<file path="src/rtl/flappy_collide.sv">
// Collision and game-over detector: tests the bird box against the active pipe
// gap and the floor once per frame tick, then runs a hit-flash and holds game over.
module flappy_collide #(
    parameter int BIRD_X       = 160,
    parameter int BIRD_W       = 16,
    parameter int BIRD_H       = 16,
    parameter int PIPE_W       = 40,
    parameter int GAP_H        = 120,
    parameter int GAP0         = 100,
    parameter int GAP1         = 180,
    parameter int GAP2         = 260,
    parameter int GAP3         = 140,
    parameter int FLOOR_Y      = 464,
    parameter int FLASH_FRAMES = 8
) (
    input  logic       clk,
    input  logic       reset,
    input  logic       count_EN,
    input  logic       frame_tick,
    input  logic [9:0] pipe_x,
    input  logic [1:0] out_pipe,
    input  logic [9:0] bird_y,
    output logic       Lose,
    output logic       flash,
    output logic [1:0] hit_cause
);

    localparam int CNT_W = $clog2(FLASH_FRAMES + 1);

    // 11-bit operands: 10-bit positions plus small constants never wrap.
    localparam logic [10:0] BIRD_X11  = 11'(BIRD_X);
    localparam logic [10:0] BIRD_W11  = 11'(BIRD_W);
    localparam logic [10:0] BIRD_H11  = 11'(BIRD_H);
    localparam logic [10:0] PIPE_W11  = 11'(PIPE_W);
    localparam logic [10:0] GAP_H11   = 11'(GAP_H);
    localparam logic [10:0] FLOOR_Y11 = 11'(FLOOR_Y);

    typedef enum logic [1:0] {IDLE, PLAY, HIT, DEAD} state_t;

    state_t           state, state_n;
    logic [CNT_W-1:0] cnt, cnt_n;
    logic             lose_n, flash_n;
    logic [1:0]       cause_n;

    logic [10:0] px, by, bird_bot, gap_top;
    logic        h_ovl, pipe_hit, floor_hit;

    always_comb begin
        case (out_pipe)
            2'd0:    gap_top = 11'(GAP0);
            2'd1:    gap_top = 11'(GAP1);
            2'd2:    gap_top = 11'(GAP2);
            default: gap_top = 11'(GAP3);
        endcase
    end

    assign px        = {1'b0, pipe_x};
    assign by        = {1'b0, bird_y};
    assign bird_bot  = by + BIRD_H11;
    assign h_ovl     = (px < BIRD_X11 + BIRD_W11) && (px + PIPE_W11 > BIRD_X11);
    assign pipe_hit  = h_ovl && ((by < gap_top) || (bird_bot > gap_top + GAP_H11));
    assign floor_hit = (bird_bot >= FLOOR_Y11);

    // NOTE: every next-value signal gets a default first so no latch is inferred.
    always_comb begin
        state_n = state;
        cnt_n   = cnt;
        lose_n  = Lose;
        flash_n = flash;
        cause_n = hit_cause;
        case (state)
            IDLE: begin
                if (count_EN) state_n = PLAY;
            end
            PLAY: begin
                if (!count_EN) begin
                    state_n = IDLE;
                end else if (frame_tick && (pipe_hit || floor_hit)) begin
                    state_n = HIT;
                    lose_n  = 1'b1;
                    cause_n = {floor_hit, pipe_hit};
                    cnt_n   = CNT_W'(FLASH_FRAMES);
                    flash_n = 1'b1;
                end
            end
            HIT: begin
                if (frame_tick) begin
                    cnt_n = cnt - CNT_W'(1);
                    // The final tick forces the blink off instead of toggling it.
                    if (cnt <= CNT_W'(1)) begin
                        state_n = DEAD;
                        flash_n = 1'b0;
                    end else begin
                        flash_n = ~flash;
                    end
                end
            end
            DEAD: ;
            default: state_n = IDLE;
        endcase
    end

    // NOTE: sequential state uses non-blocking assignments only.
    always_ff @(posedge clk or posedge reset) begin
        if (reset) begin
            state     <= IDLE;
            cnt       <= '0;
            Lose      <= 1'b0;
            flash     <= 1'b0;
            hit_cause <= 2'b00;
        end else begin
            state     <= state_n;
            cnt       <= cnt_n;
            Lose      <= lose_n;
            flash     <= flash_n;
            hit_cause <= cause_n;
        end
    end

endmodule
</file>
<file path="config.mk">
export PLATFORM = sky130hd
export DESIGN_NAME = flappy_collide
export DESIGN_NICKNAME = d
export VERILOG_FILES = /design/src/rtl/flappy_collide.sv
export SDC_FILE = /design/constraint.sdc
export NUM_CORES = 1
export LEC_CHECK = 0
export BUFFER_PORTS_ARGS = -buffer_cell sky130_fd_sc_hd__buf_4
export CAP_MARGIN = 5
export CORE_MARGIN = 4
export CORE_UTILIZATION = 25
export DETAILED_ROUTE_END_ITERATION = 16
export PLACE_DENSITY = 0.42
export SYNTH_ARGS = -nofsm -noshare
export SYNTH_HDL_FRONTEND = slang
export SYNTH_SLANG_ARGS = --single-unit
export TNS_END_PERCENT = 50
</file>
<file path="constraint.sdc">
create_clock -name clk -period 2 [get_ports clk]
set_input_delay 0.3 -clock clk [delete_from_list [all_inputs] [get_ports clk]]
set_output_delay 0.3 -clock clk [all_outputs]
set_load 0.01 [all_outputs]
</file>
==> results_dict.tcl <==
set metrics [dict create \
    wl_per_cell_microns 12.9 \
    numCtsBuffers 3 \
    dp_hpwl_mm 3.04 \
    power.switching_uw 505 \
    fin_skew_ns 0.00161 \
    cts.path.max_buffers 2 \
    critPathTopFamily "compound AO/OA/AOI/OAI gates" \
    final_util_pct 42.6 \
    start_util_pct 25.9 \
    ios 30 \
    die_w_microns 80.8 \
    postCtsHoldBufs 0 \
    synth_area_leader_cell "ha_1" \
    core_sq_mm 0.00511 \
    avgSynthCellArea_sq_um 8.66 \
    vias 1383 \
    setup.worst_path.class "input port to flip-flop" \
    rsz0062_at_grt "yes" \
    yosys_register_bits 10 \
    synthTopCellsByCount "28 x ha_1, 19 x inv_1, 13 x nand2_1" \
    drtPass1Iterations 4 \
    critPathBufInv 2 \
    viasPerCell 4.77 \
    grt_pass1_vias 1388 \
    htreeDepth 1 \
    path_max_fanout 5 \
    synth.most_common_cell "ha_1" \
    drtAntennaViolNets 0 \
    p_per_area_mw_per_mm2 599 \
    instances_no_fill 290 \
    place_congestion 0.805 \
    nets 276 \
    drc 0 \
    sw_frac_of_total_pct 38.7 \
    slowest_stage "o31ai_2" \
    fmax_mhz 417 \
    crit_top_cell "ha_4" \
    clkSinkCount 10 \
    synth_cell_types 47 \
    syn-cell-area_sq_mm 0.00133 \
    cts_tree "done" \
    r2r_start "cnt[0]" \
    path_clk_slew_ns 0.05 \
    min_period_over_period_pct 120 \
    arrival_ns 2.53 \
    finalCriticalPeriod_ns 2.40 \
    drv_cap 0 \
    synth_edf_count 0 \
    clkPwrFrac_pct 15.4 \
    synth.yosys.seq_area_share_pct 18.9 \
    power.share.sequential_pct 25.7 \
    area_growth_syn_to_layout_pct 64.3 \
    synthTopCellsByArea "ha_1 26%, dfrtp_1 19%, inv_1 5.4%" \
    layout-drive-gt1-share_pct 45.9 \
    grt_overflow 0 \
    worst_pin_slew_ns 0.424 \
    synth_ff_type "dfrtp_1" \
    synth_top_area_share_pct 26.4 \
    setup_ws_ns -0.398 \
    multi_input_area_sq_mm 0.00120 \
    relSlewSlack_pct 71.7 \
    grt_start_max_net_pins 11 \
    worstPathCellList "buf_12, clkinvlp_4, ha_4, ha_4, nand3_2, and3b_1, o31ai_2, a31oi_4, o21ai_4, a41oi_4, o32ai_2" \
    final-setup-viol-count 10 \
    final.setup.tns_ns -3.28 \
    worstSetupEndpointType "flip-flop" \
    antenna_found_initial 0 \
    synth_nets 207 \
    peakVddDrop_v 0.000289 \
    hold_slack_ns 0.0543 \
    antennaDiodeCount 0 \
    drv_slew 0 \
    power_frac_comb_pct 58.9 \
    required_ns 2.14 \
    postSynthCellCount 153 \
    p_leak_uw 0.000984 \
    cpPeakStageDelay_ns 0.31 \
    place_inst 280 \
    hp-class "input port to asynchronous set/reset pin" \
    port_buffers 29 \
    insertion_delay_ns 0.23 \
    wirelength_mm 3.75 \
    grt_first_pass_wirelength_mm 6.38 \
    p_int_uw 799 \
    die_h_microns 80.8 \
    cts_root_buf "clkbuf_8" \
    fillerInstances 493 \
    die_area_sq_mm 0.00653 \
    status "finished, violations left" \
    cp-startpoint "out_pipe[0]" \
    power_uw 1300 \
    hold_viol 0 \
    seq_area_sq_um 250 \
    synth-warning-count 0 \
    violations "setup timing" \
    rows 26 \
    gr-usage-all-layers_pct 12.1 \
    drt_iter0_markers 90 \
    start_kind "input port" \
    synthArstFlopShare_pct 100 \
]
-- flip-flops by register name, summed over array words and instances, names as in the netlist --
signal     count
Lose           1
flash          1
hit_cause      2
cnt            4
state          2
-- worst paths after layout --
path / endpoint / slack (ns) / cells past startpoint
setup / recovery: cnt[2] / -0.40 / 11
hold / removal: cnt[1] / 0.05 / 2
setup reg to reg: state[0] / 0.16 / 9
hold reg to reg: hit_cause[1] / 0.48 / 1
max in group asynchronous: cnt[3] / 1.67 / 2
min in group clk: state[0] / 0.40 / 2
-- through the flow --
stage | worst slack, ns | cell area (sq um)
2_1_floorplan | -0.337 | 1400
3_3_place_gp | -0.717 | 1920
3_5_place_dp | -0.728 | 1920
4_1_cts | -0.334 | 2160
5_1_grt | -0.473 | 2180
6_report | -0.398 | 2180
-- final cells by class --
| class | instances | area share, % |
|---|---|---|
| sequential | 10 | 11.5 |
| tap | 70 | 4.02 |
| clock buffer | 3 | 1.90 |
| inverter | 19 | 3.62 |
| timing repair buffer | 65 | 23.7 |
| multi-input combinational | 123 | 55.3 |
-- power by group through the flow --
stage	combinational, uW	sequential (uW)	clock [uW]
after floorplan	428	333	0
after global placement	696	332	0
after detailed placement	704	336	0
after CTS	763	334	211
after global routing	858	345	225
final	768	335	201
-- worst reg2reg max path, delay by kind of cell, from the launching register on --
family                   cells  cell delay, ns
flip-flops                   1            0.41
multiplexers                 1            0.07
AND/OR/NAND/NOR              3            0.35
adder cells (fa/ha/maj)      1            0.18
buffers and inverters        2            0.26
AO/OA/AOI/OAI                2            0.46
-- per-layer routing --
| metal | share of wire [%] | track usage, % |
|---|---|---|
| met1 | 46 | 15.5 |
| met2 | 50 | 20.7 |
| met3 | 3.6 | 2.55 |
| met4 | 0.61 | 2.70 |
| met5 | 0 | 0 |
-- layout by cell type (no fill, tap or decap), drive strengths merged, types with 4 or more instances in the layout --
cell / n
a21oi: 4
buf: 65
dfrtp: 10
ha: 28
inv: 17
nand2: 13
nand3: 8
nor2: 9
o21ai: 6
-- timing repair --
item | CTS | global route
gates cloned | 1 | 0
setup endpoints to repair | 10 | 10
setup buffers | 5 | 1
resized for setup | 26 | 2
hold endpoints to repair | 0 | 0
pin swaps | 19 | 1
-- cell families (layout without fill, tap and decap cells) --
group	after synthesis	after routing	synth area share, %
buf+inv	21	87	5.95
fa+ha+maj	28	28	26.4
flops	10	10	18.9
xor+xnor	6	6	4.53
mux	1	1	0.755
compound gates	35	36	23.1
simple gates	52	52	20.3
Power figures use the tool's default switching activity.
